**config.mk**
```make
export PLATFORM = sky130hd
export DESIGN_NAME = fetch_sequencer
export DESIGN_NICKNAME = d
export VERILOG_FILES = /design/src/rtl/fetch_sequencer.sv
export SDC_FILE = /design/constraint.sdc
export NUM_CORES = 1
export LEC_CHECK = 0
export ABC_CLOCK_PERIOD_IN_PS = 2690
export CAP_MARGIN = 25
export CORE_MARGIN = 4
export CORE_UTILIZATION = 48
export DETAILED_ROUTE_END_ITERATION = 8
export PLACE_DENSITY = 0.8
export SYNTH_ARGS = -nofsm -noshare
export SYNTH_HDL_FRONTEND = slang
export SYNTH_SLANG_ARGS = --single-unit
```
**constraint.sdc**
```tcl
create_clock -name clock -period 2.69 [get_ports clock]
set_clock_uncertainty 0.2 [all_clocks]
set_input_delay 0.538 -clock clock [delete_from_list [all_inputs] [get_ports clock]]
set_output_delay 0.538 -clock clock [all_outputs]
set_load 0.03 [all_outputs]
```
**src/rtl/fetch_sequencer.sv**
```systemverilog
// -----------------------------------------------------------------------------
// fetch_sequencer
//   Initiator side of the program-counter interface. Steers the program counter
//   (opcode/pc_in), reads back its pc_out, fetches the instruction word at that
//   address from instruction memory (req/ack) and hands it to decode
//   (valid/ready). Branch and halt requests from decode are honoured only on
//   the instruction handshake.
//
// Ports
//   clock        in   rising-edge clock
//   reset_n      in   asynchronous active-low reset
//   start        in   1-cycle pulse: boot from IDLE / resume from HALTED
//   opcode       out  to PC: 0 RESET, 1 PRESET, 2 INCR, 3 HALT
//   pc_in        out  to PC: address operand
//   pc_out       in   from PC: current program counter
//   mem_req      out  instruction memory read request
//   mem_addr     out  read address, valid while mem_req=1
//   mem_ack      in   memory returns mem_rdata this cycle
//   mem_rdata    in   instruction word
//   instr_valid  out  instr_data/instr_addr valid to decode
//   instr_ready  in   decode accepts
//   instr_data   out  fetched word
//   instr_addr   out  address of fetched word
//   branch_valid in   redirect request (handshake only)
//   branch_tgt   in   redirect address
//   halt_req     in   stop request (handshake only, wins over branch)
//   halted       out  1 while HALTED
//   pc_err       out  sticky: pc_out differed from the expected address
// -----------------------------------------------------------------------------
module fetch_sequencer #(
    parameter int              ADDR_W    = 16,
    parameter int              DATA_W    = 16,
    parameter logic [ADDR_W-1:0] BOOT_ADDR = 16'h0000
) (
    input  logic              clock,
    input  logic              reset_n,
    input  logic              start,
    output logic [1:0]        opcode,
    output logic [ADDR_W-1:0] pc_in,
    input  logic [ADDR_W-1:0] pc_out,
    output logic              mem_req,
    output logic [ADDR_W-1:0] mem_addr,
    input  logic              mem_ack,
    input  logic [DATA_W-1:0] mem_rdata,
    output logic              instr_valid,
    input  logic              instr_ready,
    output logic [DATA_W-1:0] instr_data,
    output logic [ADDR_W-1:0] instr_addr,
    input  logic              branch_valid,
    input  logic [ADDR_W-1:0] branch_tgt,
    input  logic              halt_req,
    output logic              halted,
    output logic              pc_err
);

    localparam logic [2:0] ST_IDLE   = 3'd0;
    localparam logic [2:0] ST_SETTLE = 3'd1;
    localparam logic [2:0] ST_FETCH  = 3'd2;
    localparam logic [2:0] ST_WAIT   = 3'd3;
    localparam logic [2:0] ST_ISSUE  = 3'd4;
    localparam logic [2:0] ST_HALTED = 3'd5;

    localparam logic [1:0] OP_RESET  = 2'd0;
    localparam logic [1:0] OP_PRESET = 2'd1;
    localparam logic [1:0] OP_INCR   = 2'd2;
    localparam logic [1:0] OP_HALT   = 2'd3;

    localparam logic [ADDR_W-1:0] ADDR_ONE = {{(ADDR_W-1){1'b0}}, 1'b1};

    logic [2:0]        state_r,       state_s;
    logic [ADDR_W-1:0] exp_addr_r,    exp_addr_s;
    logic [1:0]        opcode_r,      opcode_s;
    logic [ADDR_W-1:0] pc_in_r,       pc_in_s;
    logic              mem_req_r,     mem_req_s;
    logic [ADDR_W-1:0] mem_addr_r,    mem_addr_s;
    logic              instr_valid_r, instr_valid_s;
    logic [DATA_W-1:0] instr_data_r,  instr_data_s;
    logic [ADDR_W-1:0] instr_addr_r,  instr_addr_s;
    logic              halted_r,      halted_s;
    logic              pc_err_r,      pc_err_s;

    logic              handshake_s;

    assign handshake_s = instr_valid_r & instr_ready;

    // Next-state and next-output computation for the fetch FSM.
    always_comb begin
        state_s       = state_r;
        exp_addr_s    = exp_addr_r;
        opcode_s      = opcode_r;
        pc_in_s       = pc_in_r;
        mem_req_s     = mem_req_r;
        mem_addr_s    = mem_addr_r;
        instr_valid_s = instr_valid_r;
        instr_data_s  = instr_data_r;
        instr_addr_s  = instr_addr_r;
        halted_s      = halted_r;
        pc_err_s      = pc_err_r;

        case (state_r)
            ST_IDLE: begin
                opcode_s = OP_RESET;
                if (start) begin
                    opcode_s   = OP_PRESET;
                    pc_in_s    = BOOT_ADDR;
                    exp_addr_s = BOOT_ADDR;
                    pc_err_s   = 1'b0;
                    state_s    = ST_SETTLE;
                end else begin
                    state_s    = ST_IDLE;
                end
            end

            // The PC applies the opcode issued on the previous edge here; from
            // now on PRESET/exp_addr is an idempotent hold.
            ST_SETTLE: begin
                opcode_s = OP_PRESET;
                pc_in_s  = exp_addr_r;
                state_s  = ST_FETCH;
            end

            // A mismatching PC is flagged but still trusted for the fetch.
            ST_FETCH: begin
                if (pc_out != exp_addr_r) begin
                    pc_err_s = 1'b1;
                end else begin
                    pc_err_s = pc_err_r;
                end
                mem_req_s  = 1'b1;
                mem_addr_s = pc_out;
                state_s    = ST_WAIT;
            end

            ST_WAIT: begin
                if (mem_ack) begin
                    mem_req_s     = 1'b0;
                    instr_data_s  = mem_rdata;
                    instr_addr_s  = mem_addr_r;
                    instr_valid_s = 1'b1;
                    state_s       = ST_ISSUE;
                end else begin
                    state_s       = ST_WAIT;
                end
            end

            ST_ISSUE: begin
                if (handshake_s) begin
                    instr_valid_s = 1'b0;
                    if (halt_req) begin
                        opcode_s = OP_HALT;
                        halted_s = 1'b1;
                        state_s  = ST_HALTED;
                    end else if (branch_valid) begin
                        opcode_s   = OP_PRESET;
                        pc_in_s    = branch_tgt;
                        exp_addr_s = branch_tgt;
                        state_s    = ST_SETTLE;
                    end else begin
                        opcode_s   = OP_INCR;
                        pc_in_s    = exp_addr_r;
                        exp_addr_s = exp_addr_r + ADDR_ONE;
                        state_s    = ST_SETTLE;
                    end
                end else begin
                    state_s = ST_ISSUE;
                end
            end

            // PC replays pc_in (= exp_addr) under HALT, so resume is an INCR.
            ST_HALTED: begin
                if (start) begin
                    halted_s   = 1'b0;
                    opcode_s   = OP_INCR;
                    pc_in_s    = exp_addr_r;
                    exp_addr_s = exp_addr_r + ADDR_ONE;
                    state_s    = ST_SETTLE;
                end else begin
                    state_s    = ST_HALTED;
                end
            end

            default: begin
                opcode_s      = OP_RESET;
                mem_req_s     = 1'b0;
                instr_valid_s = 1'b0;
                halted_s      = 1'b0;
                state_s       = ST_IDLE;
            end
        endcase
    end

    // State and registered outputs; reset abandons any outstanding request.
    always_ff @(posedge clock or negedge reset_n) begin
        if (!reset_n) begin
            state_r       <= ST_IDLE;
            exp_addr_r    <= {ADDR_W{1'b0}};
            opcode_r      <= OP_RESET;
            pc_in_r       <= {ADDR_W{1'b0}};
            mem_req_r     <= 1'b0;
            mem_addr_r    <= {ADDR_W{1'b0}};
            instr_valid_r <= 1'b0;
            instr_data_r  <= {DATA_W{1'b0}};
            instr_addr_r  <= {ADDR_W{1'b0}};
            halted_r      <= 1'b0;
            pc_err_r      <= 1'b0;
        end else begin
            state_r       <= state_s;
            exp_addr_r    <= exp_addr_s;
            opcode_r      <= opcode_s;
            pc_in_r       <= pc_in_s;
            mem_req_r     <= mem_req_s;
            mem_addr_r    <= mem_addr_s;
            instr_valid_r <= instr_valid_s;
            instr_data_r  <= instr_data_s;
            instr_addr_r  <= instr_addr_s;
            halted_r      <= halted_s;
            pc_err_r      <= pc_err_s;
        end
    end

    assign opcode      = opcode_r;
    assign pc_in       = pc_in_r;
    assign mem_req     = mem_req_r;
    assign mem_addr    = mem_addr_r;
    assign instr_valid = instr_valid_r;
    assign instr_data  = instr_data_r;
    assign instr_addr  = instr_addr_r;
    assign halted      = halted_r;
    assign pc_err      = pc_err_r;

endmodule

```
== After elaboration in Yosys (flattened, before gate mapping) ==
Cells that the tools add are included.

* Register bits: 89
* Input port bits: 55
* Output and inout bits: 70
* Logic and storage cells: 80

* $add $sub $neg: 1
* Equal/unequal tests: 13
* Mux-type cells: 34
* Bitwise gates (word level): 5
* Reductions and logical operators: 16

{| class="wikitable"
|+ Operators by type and width
! operator !! count
|-
| $mux W16 || 9
|-
| $pmux W16 S4 || 1
|-
| $pmux W16 S3 || 1
|-
| $pmux W3 S6 || 1
|-
| $add A16 B1 Y16 const B || 1
|-
| $ne A16 B16 Y1 || 1
|-
| $ne A2 B2 Y1 const B || 7
|-
| $mux W3 || 4
|-
| $reduce_or A4 Y1 || 3
|-
| $pmux W2 S5 || 1
|-
| $reduce_and A5 Y1 || 2
|-
| $mux W1 || 9
|-
| $pmux W1 S3 || 3
|-
| $reduce_and A3 Y1 || 3
|-
| $mux W2 || 4
|-
| $eq A3 B2 Y1 const B || 2
|-
| $eq A3 B3 Y1 const B || 2
|-
| $not A1 Y1 || 4
|-
| $reduce_and A2 Y1 || 2
|-
| $reduce_and A4 Y1 || 1
|-
| $reduce_bool A4 Y1 || 1
|-
| $eq A3 B1 Y1 const B || 1
|-
| $logic_not A3 Y1 || 1
|-
| $reduce_bool A3 Y1 || 1
|-
| 4 further kinds || 4
|}

== Logic depth before layout (Yosys ltp) ==
* Word-level depth: 5
* Depth in mapped cells: 7
* Mapped depth without buffers: 5

== Worst setup path after synthesis ==
No wires, ideal clock.

* Path type: reg2reg
* Start point: register exp_addr_r[0]
* End point: register exp_addr_r[10]
* Library setup time: 0.121 ns
* Data arrival time: 1.603 ns
* Required time: 2.369 ns
* Slack: 0.766 ns
* Cell stages (with the launch flop): 6
* Path buffers: 0
* Period minus slack after synthesis: 1.924 ns
* Cells stage by stage: dfrtp_1 > ha_1 > nand3_2 > or3_1 > o221a_1 > o22a_1

* Longest elaborated chain between the ends: 5
* Elaborated cells between the ends (all ways): 6
* Those cells by class: add/sub: 1; mux: 5

{| class="wikitable"
|+ RTL lines
! what !! line !! RTL
|-
| start, declared || 71 || <nowiki>logic [ADDR_W-1:0] exp_addr_r, exp_addr_s;</nowiki>
|-
| start signal, assigned || 196 || <nowiki>exp_addr_r <= {ADDR_W{1'b0}};</nowiki>
|-
| start signal, assigned || 208 || <nowiki>exp_addr_r <= exp_addr_s;</nowiki>
|-
| $add A16 B1 Y16 (*) || 161, 175 ||
|-
| $mux W16 || 153 || <nowiki>end else if (branch_valid) begin</nowiki>
|-
| $mux W16 || 149 || <nowiki>if (halt_req) begin</nowiki>
|-
| $mux W16 || 147 || <nowiki>if (handshake_s) begin</nowiki>
|-
| $pmux W16 S3 (*) || 100 || <nowiki>case (state_r)</nowiki>
|}

Mark *: on every way between the ends. The rest lies on a longest branch, timed or not. The select of a mux whose other input is x is not followed.
A chain may end at the register's enable or synchronous reset.

== Worst setup path after layout ==
* Start point: register state_r[0]
* End point: register instr_data_r[10], in the netlist instr_data[10]

* Longest elaborated chain between the ends: 2

{| class="wikitable"
|+ RTL lines
! what !! line !! RTL
|-
| start, declared || 70 || <nowiki>logic [2:0] state_r, state_s;</nowiki>
|-
| start signal, assigned || 207 || <nowiki>state_r <= state_s;</nowiki>
|-
| $eq A3 B2 Y1 || 100 ||
|-
| $reduce_and A2 Y1 (no source line) || - ||
|-
| end signal, assigned || 202 || <nowiki>instr_data_r <= {DATA_W{1'b0}};</nowiki>
|-
| end signal, assigned || 214 || <nowiki>instr_data_r <= instr_data_s;</nowiki>
|-
| end, declared || 77 || <nowiki>logic [DATA_W-1:0] instr_data_r, instr_data_s;</nowiki>
|}

Every way passes these cells.

==> impl_metrics.yaml <==
finish:
  num-fill-cells: 684
  drive_gt1_share_pct: 12.33
  seq_area_um2: 2227
  syn2layout_area_growth_pct: 35.08
  final_net_count: 578
  n_antenna_cell: 0
  stdcell_count: 635
  fin_area_um2: 5974
  multi_input_area_um2: 2008
place:
  dp_hpwl_um: 8898
  gp_congestion: 0.8855
  dp.cells: 618
  place_area_um2: 5787
  numPortBuffers: 124
power:
  leakagePower_nw: 2.427
  ir_drop_mv: 0.7281
  power_density_nw_per_um2: 1105
detailed_routing:
  wirelength_um: 11900
  wl_per_cell_um: 18.74
  drt_iter0_drc: 271
  num_vias: 3706
  routed_via_density: 5.836
  drc_errors: 0
  drtAntennaViolNets: 0
  first_pass_iters: 5
status:
  status: "completed"
floorplanning:
  die_w_um: 104.0
  initial_core_util_pct: 49.99
  rows: 34
  coreArea_um2: 8848
  dieHeight_um: 104.0
  ios: 125
  die_area_um2: 10810
global_route:
  grt_max_degree: 53
  grt_overflow: 0
  grt_pass1_wl_um: 20050
  grt_pass1_vias: 3855
  grt_use_total_pct: 22.55
  antenna_found_initial: 0
clock_network:
  cts_made_buffers: 9
  cts-root-buf: "clkbuf_8"
  cts.sinks: 89
  cts_buffer_depth: 2
  clkTransAtPathRegs_ns: 0.09
  cts_tree: "built"
  post-cts-setup-buffers: 0
  clock_latency_ns: 0.36
  htree_levels: 3
timing:
  slew_viol_final: 0
  rsz0062_at_grt: "no"
  setup_tns_ns: 0
  worstMarginPinSlew_ns: 0.6792
  fmax_ghz: 0.4377
  final_hold_viol_count: 0
  maxSlewHeadroom_pct: 54.72
  final-setup-viol-count: 0
  finalCritPeriodShare_pct: 84.93
  min_period_ns: 2.285
run:
  drv_cap: 0
setup_path:
  endpoint_kind: "register"
  critPathSlowestCell: "dfrtp_1"
  start_kind: "register"
  slowest_delay_ns: 0.79
  critPathRequiredTime_ns: 2.73
  worst_ep_arrival_time_ns: 2.32
  crit_start: "state_r[0]"
  path_class: "register to register"
  path_cells: "inv_2, nor3_4, nand2_2, buf_4, mux2_1"
  worstPathMaxFanout: 33
  reg2reg_from: "state_r[0]"
yosys:
  synth_seq_cells: 89
  synth-main-ff-cell: "dfrtp_1"
  ys_seq_area_share_pct: 50.35
  synth_area_per_cell_um2: 11.14
  synth_cells: 397
  async_reset_ff_share_pct: 100.0
  synth_most_common_cell: "dfrtp_1"
  synth.top_cell.area_share_pct: 50.35
  syn_area_um2: 4423
  synth_cell_type_count: 57
  synth_enable_flop_cells: 0
  synth_area_leader_cell: "dfrtp_1"
  synth_common_cells: "89 x dfrtp_1, 36 x nand2_1, 29 x mux2_1, 19 x mux2_2, 17 x o21ai_0"
  synth_area_leaders: "dfrtp_1 50%, mux2_1 7.4%, mux2_2 4.8%, xor2_1 3.2%, nand2_1 3.1%"
  postSynthNetCount: 453
  ys_warn_count: 0
min_path:
  worstHoldPathType: "register to register"
  min_from: "pc_in[9]"
## state kept, by name, indices dropped and copies added, names as in the netlist
register and count:
state_r 3, instr_valid 1, pc_err 1, opcode 2, instr_addr 16, pc_in 16, instr_data 16, mem_addr 16
mem_req 1, halted 1, exp_addr_r 16
## per-layer routing
metal	share of wire, %	up-vias	global-route usage (%)	wire, µm
met5	0	-	0	0
met4	2.3	0	8.262	270
met3	7.0	26	4.593	831
met2	46	154	35.70	5512
met1	44	1806	30.78	5286
li1	-	1720	-	-
## stage by stage
step	total power, mW	worst slack [ns]	hold WS [ns]	util, %
global route	6.988	0.2811	0.3116	67.52
floorplan	4.379	0.7657	0.04241	-
CTS	6.659	0.3985	0.2941	67.52
finish	6.600	0.4054	0.2931	67.52
global placement	5.689	0.1964	0.2625	65.40
detailed placement	5.793	0.1370	0.2749	65.40
## cell type report
type | instances | area share [%]
well taps | 108 | 2.262
clock buffers | 10 | 2.136
flip-flops and latches | 89 | 37.28
repair buffers | 143 | 23.37
inverters | 8 | 0.5026
multi-input cells | 271 | 33.61
clock inverters | 6 | 0.8377
## kinds of logic after synthesis
family	synth area share, %
compound gates	18.16
xor+xnor	3.168
fa+ha+maj	0.2828
buf+inv	4.243
flops	50.35
mux	12.67
simple gates	11.12
## report_power, final
| group | leakage (nW) | total, mW | switching (mW) | internal (mW) |
|---|---|---|---|---|
| Sequential | 1.12 | 2.28 | 0.442 | 1.84 |
| Clock | 0.0835 | 0.855 | 0.509 | 0.346 |
| Combinational | 1.22 | 3.46 | 1.93 | 1.53 |
## worst paths after layout
check | end | slack (ns) | depth (start not counted)
min | pc_in[9] | 0.29 | 2
min reg2reg | pc_in[9] | 0.29 | 2
max in group asynchronous | exp_addr_r[3] | 1.12 | 3
max | instr_data[10] | 0.41 | 5
min in group asynchronous | instr_valid | 0.50 | 2
max reg2reg | instr_data[10] | 0.41 | 5
## cells in the final DEF, fill, tap and decap left out, drive strengths merged, types with 3 or more instances in the layout
cell type,synthesis,final
o2bb2ai,3,3
o211ai,4,4
nor2,15,15
clkdlybuf4s50,0,123
a21oi,15,15
nand2,37,37
nand4,7,7
a31oi,5,5
dfrtp,89,89
clkbuf,11,10
a21o,3,3
a221oi,4,4
nor4,9,9
mux2,48,48
xor2,16,16
nor3,5,5
a22oi,16,16
nand3,5,5
a22o,9,9
o21ai,30,30
o31ai,6,6
buf,18,19
a32o,3,3
inv,8,10
nand2b,4,4
## timing repair
action / CTS / global route
endpoints found under the hold margin: 37 / 0
resized for setup: 0 / 0
hold buffers: 1 / 0
## critical path, delay by kind of cell (launching register included)
kind          cells  cell delay [ns]
flops             1             0.79
buf+inv           2             0.40
mux               1             0.38
simple gates      2             0.36
Power figures use the tool's default switching activity.
